[src/rtl/mem_port_arbiter_if.sv]
`default_nettype none
// ============================================================================
//  Module      : mem_port_arbiter_if
//  Description : Requester (core, loader), memory-side and status signals of
//                the unified memory port arbiter.
//  Revision    : 1.0 - initial release
// ============================================================================
interface mem_port_arbiter_if #(
    parameter int ADDR_W = 12
);
    logic              core_req;
    logic              core_we;
    logic [ADDR_W-1:0] core_addr;
    logic [31:0]       core_wdata;
    logic [3:0]        core_wmask;
    logic [31:0]       core_rdata;
    logic              core_ack;
    logic              core_err;

    logic              ldr_req;
    logic              ldr_we;
    logic [ADDR_W-1:0] ldr_addr;
    logic [31:0]       ldr_wdata;
    logic [3:0]        ldr_wmask;
    logic [31:0]       ldr_rdata;
    logic              ldr_ack;
    logic              ldr_err;

    logic              mem_en;
    logic              mem_we;
    logic [ADDR_W-3:0] mem_addr;
    logic [31:0]       mem_wdata;
    logic [3:0]        mem_wmask;
    logic [31:0]       mem_rdata;

    logic              busy;

    // Arbiter side
    modport slave (
        input  core_req, core_we, core_addr, core_wdata, core_wmask,
        input  ldr_req, ldr_we, ldr_addr, ldr_wdata, ldr_wmask,
        input  mem_rdata,
        output core_rdata, core_ack, core_err,
        output ldr_rdata, ldr_ack, ldr_err,
        output mem_en, mem_we, mem_addr, mem_wdata, mem_wmask,
        output busy
    );

    // Requesters / memory side
    modport master (
        output core_req, core_we, core_addr, core_wdata, core_wmask,
        output ldr_req, ldr_we, ldr_addr, ldr_wdata, ldr_wmask,
        output mem_rdata,
        input  core_rdata, core_ack, core_err,
        input  ldr_rdata, ldr_ack, ldr_err,
        input  mem_en, mem_we, mem_addr, mem_wdata, mem_wmask,
        input  busy
    );
endinterface
`default_nettype wire

[src/rtl/mem_port_arbiter.sv]
`default_nettype none
// ============================================================================
//  Module      : mem_port_arbiter
//  Description : Round-robin arbiter sharing a single-port 32-bit memory
//                between the core and the program loader, with ack/err
//                handshakes, configurable read latency and range/alignment
//                checking.
//  Revision    : 1.0 - initial release
// ============================================================================
module mem_port_arbiter #(
    parameter int ADDR_W      = 12,
    parameter int MEM_WORDS   = 1024,
    parameter int MEM_LATENCY = 1
) (
    input  logic                clk,
    input  logic                reset,
    mem_port_arbiter_if.slave   bus
);

    typedef enum logic [1:0] {
        IDLE   = 2'd0,
        ACCESS = 2'd1,
        WAIT   = 2'd2,
        DONE   = 2'd3
    } state_t;

    localparam logic [2:0]  C_WAIT_INIT = 3'(MEM_LATENCY - 1);
    localparam logic [31:0] C_MEM_WORDS = 32'(MEM_WORDS);

    state_t            state_q, state_d;
    logic              last_ldr_q, last_ldr_d;   // 1: loader was granted last
    logic              grant_ldr_q, grant_ldr_d; // owner of the current transaction
    logic              we_q, we_d;
    logic [ADDR_W-1:0] addr_q, addr_d;
    logic [31:0]       wdata_q, wdata_d;
    logic [3:0]        wmask_q, wmask_d;
    logic [2:0]        cnt_q, cnt_d;
    logic [31:0]       rdata_q, rdata_d;
    logic              err_q, err_d;

    logic              w_pick_ldr;
    logic              w_bad;
    logic [31:0]       w_word;

    logic [31:0]       w_core_rdata, w_ldr_rdata;
    logic              w_core_ack, w_core_err, w_ldr_ack, w_ldr_err;
    logic              w_mem_en, w_mem_we;
    logic [ADDR_W-3:0] w_mem_addr;
    logic [31:0]       w_mem_wdata;
    logic [3:0]        w_mem_wmask;

    // Tie goes to whoever was not granted last; a lone request always wins.
    assign w_pick_ldr = bus.ldr_req && (!bus.core_req || !last_ldr_q);

    // Reject misaligned or out-of-range latched addresses.
    assign w_word = 32'(addr_q[ADDR_W-1:2]);
    assign w_bad  = (addr_q[1:0] != 2'b00) || (w_word >= C_MEM_WORDS);

    // State and datapath registers.
    always_ff @(posedge clk or negedge reset) begin
        if (!reset) begin
            state_q     <= IDLE;
            last_ldr_q  <= 1'b1;
            grant_ldr_q <= 1'b0;
            we_q        <= 1'b0;
            addr_q      <= '0;
            wdata_q     <= '0;
            wmask_q     <= '0;
            cnt_q       <= '0;
            rdata_q     <= '0;
            err_q       <= 1'b0;
        end else begin
            state_q     <= state_d;
            last_ldr_q  <= last_ldr_d;
            grant_ldr_q <= grant_ldr_d;
            we_q        <= we_d;
            addr_q      <= addr_d;
            wdata_q     <= wdata_d;
            wmask_q     <= wmask_d;
            cnt_q       <= cnt_d;
            rdata_q     <= rdata_d;
            err_q       <= err_d;
        end
    end

    // Next-state and output decode.
    always_comb begin
        state_d      = state_q;
        last_ldr_d   = last_ldr_q;
        grant_ldr_d  = grant_ldr_q;
        we_d         = we_q;
        addr_d       = addr_q;
        wdata_d      = wdata_q;
        wmask_d      = wmask_q;
        cnt_d        = cnt_q;
        rdata_d      = rdata_q;
        err_d        = err_q;
        w_core_rdata = '0;
        w_core_ack   = 1'b0;
        w_core_err   = 1'b0;
        w_ldr_rdata  = '0;
        w_ldr_ack    = 1'b0;
        w_ldr_err    = 1'b0;
        w_mem_en     = 1'b0;
        w_mem_we     = 1'b0;
        w_mem_addr   = '0;
        w_mem_wdata  = '0;
        w_mem_wmask  = '0;

        unique case (state_q)
            IDLE: begin
                if (bus.core_req || bus.ldr_req) begin
                    grant_ldr_d = w_pick_ldr;
                    last_ldr_d  = w_pick_ldr;
                    we_d        = w_pick_ldr ? bus.ldr_we    : bus.core_we;
                    addr_d      = w_pick_ldr ? bus.ldr_addr  : bus.core_addr;
                    wdata_d     = w_pick_ldr ? bus.ldr_wdata : bus.core_wdata;
                    wmask_d     = w_pick_ldr ? bus.ldr_wmask : bus.core_wmask;
                    rdata_d     = '0;   // writes and errors return zero
                    state_d     = ACCESS;
                end
            end
            ACCESS: begin
                if (w_bad) begin
                    err_d   = 1'b1;
                    state_d = DONE;
                end else begin
                    w_mem_en    = 1'b1;
                    w_mem_we    = we_q;
                    w_mem_addr  = addr_q[ADDR_W-1:2];
                    w_mem_wdata = wdata_q;
                    w_mem_wmask = wmask_q;
                    if (we_q) begin
                        state_d = DONE;
                    end else begin
                        cnt_d   = C_WAIT_INIT;
                        state_d = WAIT;
                    end
                end
            end
            WAIT: begin
                if (cnt_q != 3'd0) begin
                    cnt_d = cnt_q - 3'd1;
                end else begin
                    rdata_d = bus.mem_rdata;
                    state_d = DONE;
                end
            end
            DONE: begin
                if (grant_ldr_q) begin
                    w_ldr_ack   = 1'b1;
                    w_ldr_rdata = rdata_q;
                    w_ldr_err   = err_q;
                end else begin
                    w_core_ack   = 1'b1;
                    w_core_rdata = rdata_q;
                    w_core_err   = err_q;
                end
                err_d   = 1'b0;
                state_d = IDLE;
            end
            default: state_d = IDLE;
        endcase
    end

    assign bus.core_rdata = w_core_rdata;
    assign bus.core_ack   = w_core_ack;
    assign bus.core_err   = w_core_err;
    assign bus.ldr_rdata  = w_ldr_rdata;
    assign bus.ldr_ack    = w_ldr_ack;
    assign bus.ldr_err    = w_ldr_err;
    assign bus.mem_en     = w_mem_en;
    assign bus.mem_we     = w_mem_we;
    assign bus.mem_addr   = w_mem_addr;
    assign bus.mem_wdata  = w_mem_wdata;
    assign bus.mem_wmask  = w_mem_wmask;
    assign bus.busy       = (state_q != IDLE);

endmodule
`default_nettype wire

[src/flat_wrapper.sv]
// flat-port wrapper written by rule: the top's interface ports become plain ports
module mem_port_arbiter_flat 
#(
    parameter int ADDR_W      = 12,
    parameter int MEM_WORDS   = 1024,
    parameter int MEM_LATENCY = 1
)
  (clk, reset, bus_core_req, bus_core_we, bus_core_addr, bus_core_wdata, bus_core_wmask, bus_ldr_req, bus_ldr_we, bus_ldr_addr, bus_ldr_wdata, bus_ldr_wmask, bus_mem_rdata, bus_core_rdata, bus_core_ack, bus_core_err, bus_ldr_rdata, bus_ldr_ack, bus_ldr_err, bus_mem_en, bus_mem_we, bus_mem_addr, bus_mem_wdata, bus_mem_wmask, bus_busy);
  mem_port_arbiter_if #(.ADDR_W(ADDR_W)) bus_i ();
  input  logic clk;
  input  logic reset;
  input wire logic [$bits(bus_i.core_req)-1:0] bus_core_req;
  input wire logic [$bits(bus_i.core_we)-1:0] bus_core_we;
  input wire logic [$bits(bus_i.core_addr)-1:0] bus_core_addr;
  input wire logic [$bits(bus_i.core_wdata)-1:0] bus_core_wdata;
  input wire logic [$bits(bus_i.core_wmask)-1:0] bus_core_wmask;
  input wire logic [$bits(bus_i.ldr_req)-1:0] bus_ldr_req;
  input wire logic [$bits(bus_i.ldr_we)-1:0] bus_ldr_we;
  input wire logic [$bits(bus_i.ldr_addr)-1:0] bus_ldr_addr;
  input wire logic [$bits(bus_i.ldr_wdata)-1:0] bus_ldr_wdata;
  input wire logic [$bits(bus_i.ldr_wmask)-1:0] bus_ldr_wmask;
  input wire logic [$bits(bus_i.mem_rdata)-1:0] bus_mem_rdata;
  output wire logic [$bits(bus_i.core_rdata)-1:0] bus_core_rdata;
  output wire logic [$bits(bus_i.core_ack)-1:0] bus_core_ack;
  output wire logic [$bits(bus_i.core_err)-1:0] bus_core_err;
  output wire logic [$bits(bus_i.ldr_rdata)-1:0] bus_ldr_rdata;
  output wire logic [$bits(bus_i.ldr_ack)-1:0] bus_ldr_ack;
  output wire logic [$bits(bus_i.ldr_err)-1:0] bus_ldr_err;
  output wire logic [$bits(bus_i.mem_en)-1:0] bus_mem_en;
  output wire logic [$bits(bus_i.mem_we)-1:0] bus_mem_we;
  output wire logic [$bits(bus_i.mem_addr)-1:0] bus_mem_addr;
  output wire logic [$bits(bus_i.mem_wdata)-1:0] bus_mem_wdata;
  output wire logic [$bits(bus_i.mem_wmask)-1:0] bus_mem_wmask;
  output wire logic [$bits(bus_i.busy)-1:0] bus_busy;
  assign bus_i.core_req = bus_core_req;
  assign bus_i.core_we = bus_core_we;
  assign bus_i.core_addr = bus_core_addr;
  assign bus_i.core_wdata = bus_core_wdata;
  assign bus_i.core_wmask = bus_core_wmask;
  assign bus_i.ldr_req = bus_ldr_req;
  assign bus_i.ldr_we = bus_ldr_we;
  assign bus_i.ldr_addr = bus_ldr_addr;
  assign bus_i.ldr_wdata = bus_ldr_wdata;
  assign bus_i.ldr_wmask = bus_ldr_wmask;
  assign bus_i.mem_rdata = bus_mem_rdata;
  assign bus_core_rdata = bus_i.core_rdata;
  assign bus_core_ack = bus_i.core_ack;
  assign bus_core_err = bus_i.core_err;
  assign bus_ldr_rdata = bus_i.ldr_rdata;
  assign bus_ldr_ack = bus_i.ldr_ack;
  assign bus_ldr_err = bus_i.ldr_err;
  assign bus_mem_en = bus_i.mem_en;
  assign bus_mem_we = bus_i.mem_we;
  assign bus_mem_addr = bus_i.mem_addr;
  assign bus_mem_wdata = bus_i.mem_wdata;
  assign bus_mem_wmask = bus_i.mem_wmask;
  assign bus_busy = bus_i.busy;
  mem_port_arbiter #(.ADDR_W(ADDR_W), .MEM_WORDS(MEM_WORDS), .MEM_LATENCY(MEM_LATENCY)) u_core (.clk(clk), .reset(reset), .bus(bus_i));
endmodule
[config.mk]
export PLATFORM = sky130hd
export DESIGN_NAME = mem_port_arbiter_flat
export DESIGN_NICKNAME = d
export VERILOG_FILES = /design/src/rtl/mem_port_arbiter_if.sv /design/src/rtl/mem_port_arbiter.sv /design/src/flat_wrapper.sv
export SDC_FILE = /design/constraint.sdc
export NUM_CORES = 1
export LEC_CHECK = 0
export CAP_MARGIN = 20
export CORE_MARGIN = 10
export CORE_UTILIZATION = 40
export CTS_CLUSTER_SIZE = 8
export DETAILED_ROUTE_END_ITERATION = 16
export HOLD_SLACK_MARGIN = 0.12
export PLACE_DENSITY = 0.81
export SETUP_SLACK_MARGIN = 0.1
export SLEW_MARGIN = 15
export SYNTH_ARGS = -nofsm -noshare
export SYNTH_HDL_FRONTEND = slang
export SYNTH_SLANG_ARGS = --single-unit
[constraint.sdc]
create_clock -name clk -period 3.2 [get_ports clk]
set_input_delay 0.64 -clock clk [delete_from_list [all_inputs] [get_ports clk]]
set_output_delay 0.64 -clock clk [all_outputs]
set_load 0.02 [all_outputs]
==> metrics.md, run 1 <==
| Metric | Value |
|---|---|
| Sequential Area | 0.00223 sq mm |
| Register area share after synthesis | 46.9% |
| Clock root buffer | clkbuf_16 |
| Largest stage delay, worst path | 0.64 ns |
| Most frequent cells in the layout | clkdlybuf4s50_1, dfrtp_1, and2_1 |
| Die footprint | 0.0166 sq mm |
| Die Span X | 129 um |
| Synth area leaders | dfrtp_1, and2_1, mux2i_1 |
| Final GP Congestion | 0.845 |
| Diode count | 0 |
| Achievable frequency | 335 MHz |
| Setup CP Type | reg -> out |
| Clock Sinks | 89 |
| Skew final | 0.00673 ns |
| Buffers on Ports | 250 |
| Setup WS post-layout | 0.215 ns |
| # H-tree levels | 3 |
| Worst-path clk slew | 0.06 ns |
| Status | completed |
| Placed cells | 846 |
| Starting Density | 41.3% |
| Fin. Hold Viols | 0 |
| Critical Path AT | 2.34 ns |
| Largest net degree at the start of global routing | 49 |
| Row cnt | 39 |
| Clock Power Share | 17.5% |
| Crit path cell chain | inv_1 -> ha_1 -> nor3b_4 -> buf_12 -> and2_1 -> clkdlybuf4s50_1 |
| Slowest CP cell | clkdlybuf4s50_1 |
| Final-report max-slew violation count | 0 |
| Netlist cell types | 39 |
| Nature of the critical path startpoint | flip-flop |
| R2R depth | 5 |
| #FFs+latches synth | 89 |
| GR Overflow Total | 0 |
| Pwr Total | 5.85 mW |
| Final instance area | 0.00778 sq mm |
| Final period util | 93.3% |
| Antenna viol nets, final | 0 |
| Syn_area_per_cell | 10.1 sq um |
| Setup TNS | 0 ns |
| Power per cell area | 752 mW/mm^2 |
| Initial DRC Count | 211 |
| Lkg Pwr | 3.64 nW |
| Num CTS Buffers | 9 |
| Layout Nets | 856 |
| Detail Placement HPWL | 13200 um |
| Switching share of power | 38.3% |
| Total wire length | 16200 um |
| Finished Core Util | 67.6% |
| Fill cells | 865 |
| Pint | 3.61 mW |
| Reg2Reg Setup Slack | 1.23 ns |
| Finished Layout Cells | 862 |
| Vias in the first global route | 4677 |
| Critical Path End Type | primary output |
| Multi-input gate area | 0.00232 sq mm |
| FFs w/ async S/R, synth | 100% |
| Via/cell ratio | 5.10 |
| Pre-antenna DRT Iters | 4 |
| Post-Place Cell Area | 0.00746 sq mm |
| Share of the synthesized area in the top cell type | 46.3% |
| Req. time, crit path | 2.56 ns |
| Minimum clock period | 2.98 ns |
| Post-synth top area cell | dfrtp_1 |
| First-pass GRT wire length | 25200 um |
| Most common cell after layout, fill and taps aside | clkdlybuf4s50_1 |
| Tightest Pin Transition | 0.669 ns |
| Initial antenna violation count | 0 |
| Part of the power in registers | 33.8% |
| Die height | 129 um |
| CTS tree | yes |
| Wirelength per Cell | 18.8 um |
| Top FF cell, synth | dfrtp_1 |
| Layout cells sized above 1 | 6.12% |
| Clk_lat worst skew | 0.33 ns |
| Core area | 0.0115 sq mm |
| DRC viols | 0 |
| Slew margin rel. | 55.3% |
| Vias after detailed routing | 4393 |
| Max Root-Sink Buffers | 2 |
| Synth Net Count | 612 |
| Area Growth Syn to Fin | 63.7% |
| EDFF count, synth | 0 |
| Min-delay worst type | in -> async |
| Pre-CTS WS | 0.526 ns |
| Crit Path Max Fanout | 48 |
| Worst hold slack | 0.285 ns |
| Synthesized area | 0.00475 sq mm |
| RSZ-0062 raised after global routing | false |
| Final setup fails | 0 |
| Syn Inst Count | 470 |
| Net Sw Power | 2.24 mW |
| Synth Warn # | 0 |
| Total of max-cap violations | 0 |
| Total I/O pin count | 251 |
| Combinational power share | 48.7% |
| GRT Util Overall | 18.9% |
| IR drop worst, VDD | 0.390 mV |
[sequential cells by signal, summed over array words and instances (netlist names)]
register and cells:
u_core.grant_ldr_q 1, u_core.wdata_q 32, u_core.wmask_q 4, u_core.rdata_q 32, u_core.cnt_q 3, u_core.state_q 2
u_core.we_q 1, u_core.err_q 1, u_core.last_ldr_q 1, u_core.addr_q 12
[per-layer routing]
metal,track usage (%),wire length (um)
met5,0,0
met4,6.42,309
met3,8.69,1990
met2,30.1,7190
met1,22.1,6680
[kinds of logic (layout without fill, tap and decap cells)]
family | after synthesis | in the layout | share of synthesized area [%]
and+or+nand+nor | 179 | 179 | 21.3
AOI/OAI and AO/OA | 100 | 100 | 14.2
DFF | 89 | 89 | 46.9
muxes | 50 | 50 | 10.6
buffers and inverters | 44 | 293 | 4.98
adders and majority gates | 8 | 8 | 2.11
[cells in the mapped netlist (2+ instances only)]
| cell type | number |
|---|---|
| and3_1 | 33 |
| dfrtp_1 | 88 |
| nor2b_1 | 2 |
| ha_1 | 8 |
| clkbuf_1 | 22 |
| a21oi_1 | 2 |
| mux2i_1 | 49 |
| nor2_1 | 4 |
| inv_1 | 7 |
| buf_6 | 8 |
| and2_1 | 81 |
| o21ai_0 | 19 |
| buf_2 | 6 |
| o21ai_1 | 34 |
| nand2_1 | 51 |
| a22o_1 | 33 |
[repair_timing]
item / CTS / global route
hold buffers: 0 / 0
endpoints found under the setup margin: 0 / 11
hold endpoints to repair: 0 / 0
gates resized for setup: 0 / 11
setup buffers: 0 / 0
[power by group through the flow]
stage                     combinational [mW]  sequential [mW]  clock (mW)
after global routing                    3.12             2.03        1.11
final                                   2.85             1.98        1.03
after CTS                               2.88             1.97        1.06
after floorplan                         1.80             1.84           0
after detailed placement                2.88             1.97           0
after global placement                  2.77             1.97           0
[final cells by class]
cell class                 count  area share [%]
clock buffer                  13            3.22
clock inverter                 3           0.515
inverter                       7           0.338
multi-input combinational    337            29.8
sequential                    89            28.6
tap                          143            2.30
timing repair buffer         270            35.2
[critical path: cells and delay by family (launching register included)]
kind / cells / cell delay, ns
adder cells (fa/ha/maj): 1 / 0.19
flip-flops: 1 / 0.42
buffers and inverters: 3 / 1.01
AND/OR/NAND/NOR: 2 / 0.38
[path summary, 6_finish.rpt]
path                               startpoint            endpoint
min                                     reset   u_core.addr_q[11]
max reg2reg                 u_core.state_q[0]  u_core.rdata_q[10]
min reg2reg                u_core.wdata_q[12]  u_core.wdata_q[12]
min in group clk           u_core.wdata_q[12]  u_core.wdata_q[12]
max                         u_core.state_q[1]    bus_mem_wdata[1]
max in group asynchronous               reset   u_core.last_ldr_q
No activity file was read; power rests on OpenSTA's default activity.
==> inputs of run 2 (changes only) <==
clock period = 3.69 ns   (was 3.2 ns; I/O delays follow)
==> run 2 against run 1 <==
Core utilization down 1.3 points. Cell count down 1.4%. Register-to-register slack better by 0.47 ns. Clock power down 21%. Global-route usage down 0.32 points. Count of clock-buffer cells in the layout down 2. Critical path depth unchanged. Wire length down 0.79%. Total power down 16%. Via count down 0.68%. Non-clock buffer count down 8. Critical path type unchanged. Critical endpoint is now bus_mem_wdata[24].
==> metrics.md, run 2 (synthesized netlist as in run 1, its figures left out) <==
| Metric | Value |
|---|---|
| DRC viols | 0 (unchanged) |
| Pwr Total | 4.93 mW (-16%) |
| Layout cells sized above 1 | 4.95% (-1.2 points) |
| Setup WS post-layout | 0.428 ns (+0.213 ns) |
| Crit path from | u_core.state_q[1] |
| Pre-CTS WS | 0.777 ns (+0.251 ns) |
| Via/cell ratio | 5.13 (+0.72%) |
| Min-delay worst type | in -> async |
| First-pass GRT wire length | 24700 um (-2.1%) |
| RSZ-0062 raised after global routing | false |
| Crit path cell chain | inv_1 -> ha_1 -> nor3b_4 -> buf_4 -> and2_1 -> clkdlybuf4s50_1 |
| Row cnt | 39 (unchanged) |
| Total of max-cap violations | 0 (unchanged) |
| R2R depth | 5 (unchanged) |
| Skew final | 0.00817 ns (+0.00145 ns) |
| Setup CP Type | reg -> out |
| Critical Path AT | 2.52 ns (+0.18 ns) |
| Core area | 0.0115 sq mm (unchanged) |
| Achievable frequency | 307 MHz |
| Worst R2R Start | u_core.state_q[0] |
| Tightest Pin Transition | 0.785 ns (+0.116 ns) |
| Reg-to-Reg End | u_core.rdata_q[15] |
| Status | completed |
| Total I/O pin count | 251 (unchanged) |
| Slowest CP cell | clkdlybuf4s50_1 |
| Post_cts resized | 0 (unchanged) |
| Reg2Reg Setup Slack | 1.70 ns (+0.47 ns) |
| Critical Path End Type | primary output |
| Antenna viol nets, final | 0 (unchanged) |
| Num CTS Buffers | 9 (unchanged) |
| Wirelength per Cell | 18.9 um (+0.62%) |
| IR drop worst, VDD | 0.299 mV (-23%) |
| Final-report max-slew violation count | 0 (unchanged) |
| CTS Hold Bufs | 0 (unchanged) |
| CTS tree | yes |
| Area Growth Syn to Fin | 60.4% |
| Vias after detailed routing | 4363 (-0.68%) |
| Initial antenna violation count | 0 (unchanged) |
| Final setup fails | 0 (unchanged) |
| Starting Density | 41.3% (unchanged) |
| Layout Nets | 848 (-0.93%) |
| Largest net degree at the start of global routing | 90 (+84%) |
| Die footprint | 0.0166 sq mm (unchanged) |
| Diode count | 0 (unchanged) |
| Power per cell area | 646 mW/mm^2 (-14%) |
| Die height | 129 um (unchanged) |
| Minimum clock period | 3.26 ns |
| Crit Path Max Fanout | 48 (unchanged) |
| GRT Util Overall | 18.5% (-0.32 points) |
| GR Overflow Total | 0 (unchanged) |
| Initial DRC Count | 262 (+24%) |
| Final period util | 88.4% |
| Worst Setup EP | bus_mem_wdata[24] |
| Most common cell after layout, fill and taps aside | clkdlybuf4s50_1 |
| Top Registers | u_core.rdata_q (32), u_core.wdata_q (32), u_core.addr_q (12) |
| Final GP Congestion | 0.834 (-1.4%) |
| Pre-antenna DRT Iters | 4 (unchanged) |
| Req. time, crit path | 2.95 ns (+0.39 ns) |
| Buffers on Ports | 250 (unchanged) |
| Detail Placement HPWL | 12700 um (-3.6%) |
| Finished Core Util | 66.2% (-1.3 points) |
| Total wire length | 16000 um (-0.79%) |
| Slew margin rel. | 47.7% (-7.6 points) |
| Worst-path clk slew | 0.06 ns (about the same) |
| Setup TNS | 0 ns (unchanged) |
| Nature of the critical path startpoint | flip-flop |
| Clock Sinks | 89 (unchanged) |
| Fill cells | 879 (+1.6%) |
| Most frequent cells in the layout | clkdlybuf4s50_1, dfrtp_1, and2_1 |
| Clk_lat worst skew | 0.33 ns (about the same) |
| Clock root buffer | clkbuf_16 |
| Post-CTS Setup Inserts | 0 (unchanged) |
| Die Span X | 129 um (unchanged) |
| Lkg Pwr | 3.38 nW (-7.2%) |
| Fin. Hold Viols | 0 (unchanged) |
| Vias in the first global route | 4598 (-1.7%) |
| Max Root-Sink Buffers | 2 (unchanged) |
| Largest stage delay, worst path | 0.65 ns (about the same) |
| # H-tree levels | 3 (unchanged) |
[run 2: cell count changes in the layout (fill, tap and decap cells not counted), sizes merged]
| cell | change |
|---|---|
| clkinv | -1 |
| buf | -8 |
| clkbuf | -2 |
| dlymetal6s2s | -11 |
| clkdlybuf4s50 | +11 |
| bufinv | -1 |
[run 2: through the flow]
step	cells	hold WS (ns)	cell area, sq um
2_1_floorplan	470	0.442	4750
3_3_place_gp	838	0.457	7360
3_5_place_dp	838	0.463	7360
4_1_cts	850	0.476	7620
5_1_grt	850	0.492	7630
6_report	850	0.453	7630
[run 2: routing by layer]
| metal | wire (um) | global-route usage (%) | up-vias |
|---|---|---|---|
| met5 | 0 | 0 | - |
| met4 | 225 | 6.15 | 0 |
| met3 | 2140 | 9.26 | 16 |
| met2 | 7150 | 29.8 | 215 |
| met1 | 6520 | 21.2 | 2039 |
| li1 | - | - | 2093 |
[run 2: critical path: cells and delay by family, from the launching register on]
kind | cells | cell delay (ns)
flops | 1 | 0.43
fa+ha+maj | 1 | 0.20
simple gates | 2 | 0.37
buf+inv | 3 | 1.17
[run 2: final cells by class]
cell class                      instances  area (sq um)  area share, %
Multi-Input combinational cell        337          2320           30.4
Sequential cell                        89          2230           29.2
Timing Repair Buffer                  262          2620           34.3
Clock inverter                          1          5.00         0.0656
Inverter                                7          26.3          0.345
Tap cell                              143           179           2.35
Clock buffer                           11           253           3.31
[run 2: power breakdown]
part / switching (mW) / total (mW) / internal [mW] / leakage (nW)
logic: 1.28 / 2.41 / 1.13 / 2.13
registers: 0.295 / 1.71 / 1.41 / 1.12
clock network: 0.333 / 0.809 / 0.476 / 0.129
[run 2: worst min-delay path by stage]
stage | end | cells past startpoint
after floorplan | u_core.addr_q[0] | 0
after global placement | u_core.addr_q[10] | 2
after detailed placement | u_core.addr_q[2] | 2
after CTS | u_core.addr_q[2] | 2
after global routing | u_core.addr_q[2] | 2
final | u_core.addr_q[11] | 1
==> inputs of run 3 (changes only) <==
CELL_PAD_IN_SITES_DETAIL_PLACEMENT = 0   (was default)
CELL_PAD_IN_SITES_GLOBAL_PLACEMENT = 1   (was default)
CORE_UTILIZATION = 31   (was 40)
PLACE_DENSITY = 0.86   (was 0.81)
==> run 3 against run 2 <==
Combinational power hardly changed. First-iteration DRC count decreased by 24%. Sequential share of layout area down 0.44 points. Via count decreased by 1.7%. Fmax rose by 0.53%. Critical path depth unchanged. Highest routed layer unchanged. Cell count is 6.1% higher. Count of clock-buffer cells in the layout is the same. Sequential power barely moved. Clock skew fell by 0.0012 ns. Non-clock buffer count is 3 higher.
==> metrics.md, run 3 (synthesized netlist as in run 1, its figures left out) <==
| Metric | Value |
|---|---|
| Status | completed |
| Pwr Total | 5.00 mW (+1.6%) |
| Fill cells | 1345 (+53%) |
| Most common cell after layout, fill and taps aside | clkdlybuf4s50_1 |
| Initial DRC Count | 200 (-24%) |
| Slew margin rel. | 39.5% (-8.1 points) |
| # H-tree levels | 3 (unchanged) |
| Vias in the first global route | 4440 (-3.4%) |
| Setup TNS | 0 ns (unchanged) |
| First-pass GRT wire length | 24000 um (-2.7%) |
| Layout Nets | 851 (+0.35%) |
| Final setup fails | 0 (unchanged) |
| Initial antenna violation count | 0 (unchanged) |
| Worst R2R Start | u_core.state_q[0] |
| Final-report max-slew violation count | 0 (unchanged) |
| Skew final | 0.00698 ns (-0.00119 ns) |
| Max Root-Sink Buffers | 2 (unchanged) |
| Setup WS post-layout | 0.445 ns (+0.0172 ns) |
| Final period util | 87.9% (-0.47 points) |
| Reg2Reg Setup Slack | 1.73 ns (+0.03 ns) |
| CTS Hold Bufs | 0 (unchanged) |
| Die Span X | 144 um (+11%) |
| Fin. Hold Viols | 0 (unchanged) |
| Antenna viol nets, final | 0 (unchanged) |
| Req. time, crit path | 2.95 ns (about the same) |
| Worst-path clk slew | 0.06 ns (about the same) |
| Final GP Congestion | 0.776 (-6.9%) |
| Nature of the critical path startpoint | flip-flop |
| Crit Path Max Fanout | 48 (unchanged) |
| GR Overflow Total | 0 (unchanged) |
| Minimum clock period | 3.25 ns (-0.0172 ns) |
| Buffers on Ports | 250 (unchanged) |
| Layout cells sized above 1 | 5.88% (+0.93 points) |
| Total of max-cap violations | 0 (unchanged) |
| Post_cts resized | 0 (unchanged) |
| Total I/O pin count | 251 (unchanged) |
| Core area | 0.0151 sq mm (+31%) |
| Diode count | 0 (unchanged) |
| Via/cell ratio | 4.76 (-7.3%) |
| Starting Density | 31.5% (-9.8 points) |
| Setup CP Type | reg -> out |
| Achievable frequency | 308 MHz (+0.53%) |
| Post-Place Cell Area | 0.00744 sq mm (+1.0%) |
| RSZ-0062 raised after global routing | false |
| Placed cells | 886 (+5.7%) |
| Final instance area | 0.00774 sq mm (+1.5%) |
| Reg-to-Reg End | u_core.rdata_q[5] |
| Row cnt | 45 (+15%) |
| Top Registers | u_core.rdata_q (32), u_core.wdata_q (32), u_core.addr_q (12) |
| Most frequent cells in the layout | clkdlybuf4s50_1, dfrtp_1, and2_1 |
| Lkg Pwr | 3.41 nW (+0.85%) |
| Die height | 144 um (+11%) |
| Wirelength per Cell | 17.4 um (-8.0%) |
| Tightest Pin Transition | 0.905 ns (+0.120 ns) |
| IR drop worst, VDD | 0.285 mV (-4.7%) |
| Num CTS Buffers | 9 (unchanged) |
| Vias after detailed routing | 4291 (-1.7%) |
| Total wire length | 15700 um (-2.3%) |
| Area Growth Syn to Fin | 62.9% |
| Min-delay worst type | in -> async |
| Pre-antenna DRT Iters | 4 (unchanged) |
| Largest net degree at the start of global routing | 90 (unchanged) |
| CTS tree | yes |
| Largest stage delay, worst path | 0.62 ns (-0.03 ns) |
| GRT Util Overall | 14.6% (-4.0 points) |
| Clk_lat worst skew | 0.34 ns (about the same) |
| Detail Placement HPWL | 12400 um (-2.4%) |
| Die footprint | 0.0207 sq mm (+24%) |
| Clock root buffer | clkbuf_16 |
| Finished Layout Cells | 902 (+6.1%) |
| R2R depth | 5 (unchanged) |
| Slowest CP cell | clkdlybuf4s50_1 |
| Crit path cell chain | inv_1 -> ha_1 -> nor3b_4 -> buf_4 -> and2_1 -> clkdlybuf4s50_1 |
| Critical Path End Type | primary output |
| Power per cell area | 646 mW/mm^2 (about the same) |
| Post-CTS Setup Inserts | 0 (unchanged) |
| Clock Sinks | 89 (unchanged) |
| DRC viols | 0 (unchanged) |
| Critical Path AT | 2.51 ns (about the same) |
| Pre-CTS WS | 0.749 ns (-0.0277 ns) |
[run 3: changes by cell type in the layout (fill, tap and decap cells not counted)]
cell / previous run / this run
clkdlybuf4s50_1: 249 / 248
clkbuf_8: 2 / 1
buf_4: 10 / 14
clkinv_2: 1 / 2
clkbuf_1: 0 / 1
clkinvlp_4: 0 / 2
bufinv_16: 0 / 1
[run 3: through the flow]
stage          utilization, %  hold slack, ns
6_report                 51.3           0.468
5_1_grt                  51.3           0.509
4_1_cts                  51.3           0.478
3_5_place_dp             49.3           0.464
3_3_place_gp             49.3           0.460
2_1_floorplan               -           0.442
[run 3: critical path, delay by kind of cell, from the launching register on]
family,cells,cell delay (ns)
buffers and inverters,3,1.16
flip-flops,1,0.42
AND/OR/NAND/NOR,2,0.39
adder cells (fa/ha/maj),1,0.19
[run 3: metal layers]
layer / global-route usage, % / part of all wire [%] / routed length (um)
met1: 17.7 / 43 / 6780
met2: 22.6 / 44 / 6880
met3: 6.11 / 11 / 1730
met4: 5.27 / 1.7 / 274
met5: 0 / 0 / 0
[run 3: where the power goes]
group,internal (mW),total (mW),switching [mW]
Sequential,1.41,1.70,0.286
Clock,0.541,0.907,0.366
Combinational,1.14,2.40,1.26
Total,3.09,5.00,1.92
[run 3: worst max path at each step]
stage                 startpoint                  to  cells past startpoint
2_1_floorplan  u_core.state_q[0]  bus_core_rdata[22]                      4
3_3_place_gp   u_core.state_q[1]    bus_mem_wdata[3]                      6
3_5_place_dp         bus_ldr_req  u_core.wdata_q[14]                      5
4_1_cts        u_core.state_q[1]    bus_mem_wdata[3]                      6
5_1_grt        u_core.state_q[1]    bus_mem_wdata[3]                      6
6_report       u_core.state_q[1]    bus_mem_wdata[3]                      6
[run 3: area by class of cell]
class	instances	area, sq um	area share [%]
Multi-Input combinational cell	337	2320	29.9
Tap cell	188	235	3.04
Clock buffer	11	243	3.14
Inverter	7	26.3	0.339
Clock inverter	5	55.1	0.711
Sequential cell	89	2230	28.8
Timing Repair Buffer	265	2640	34.1
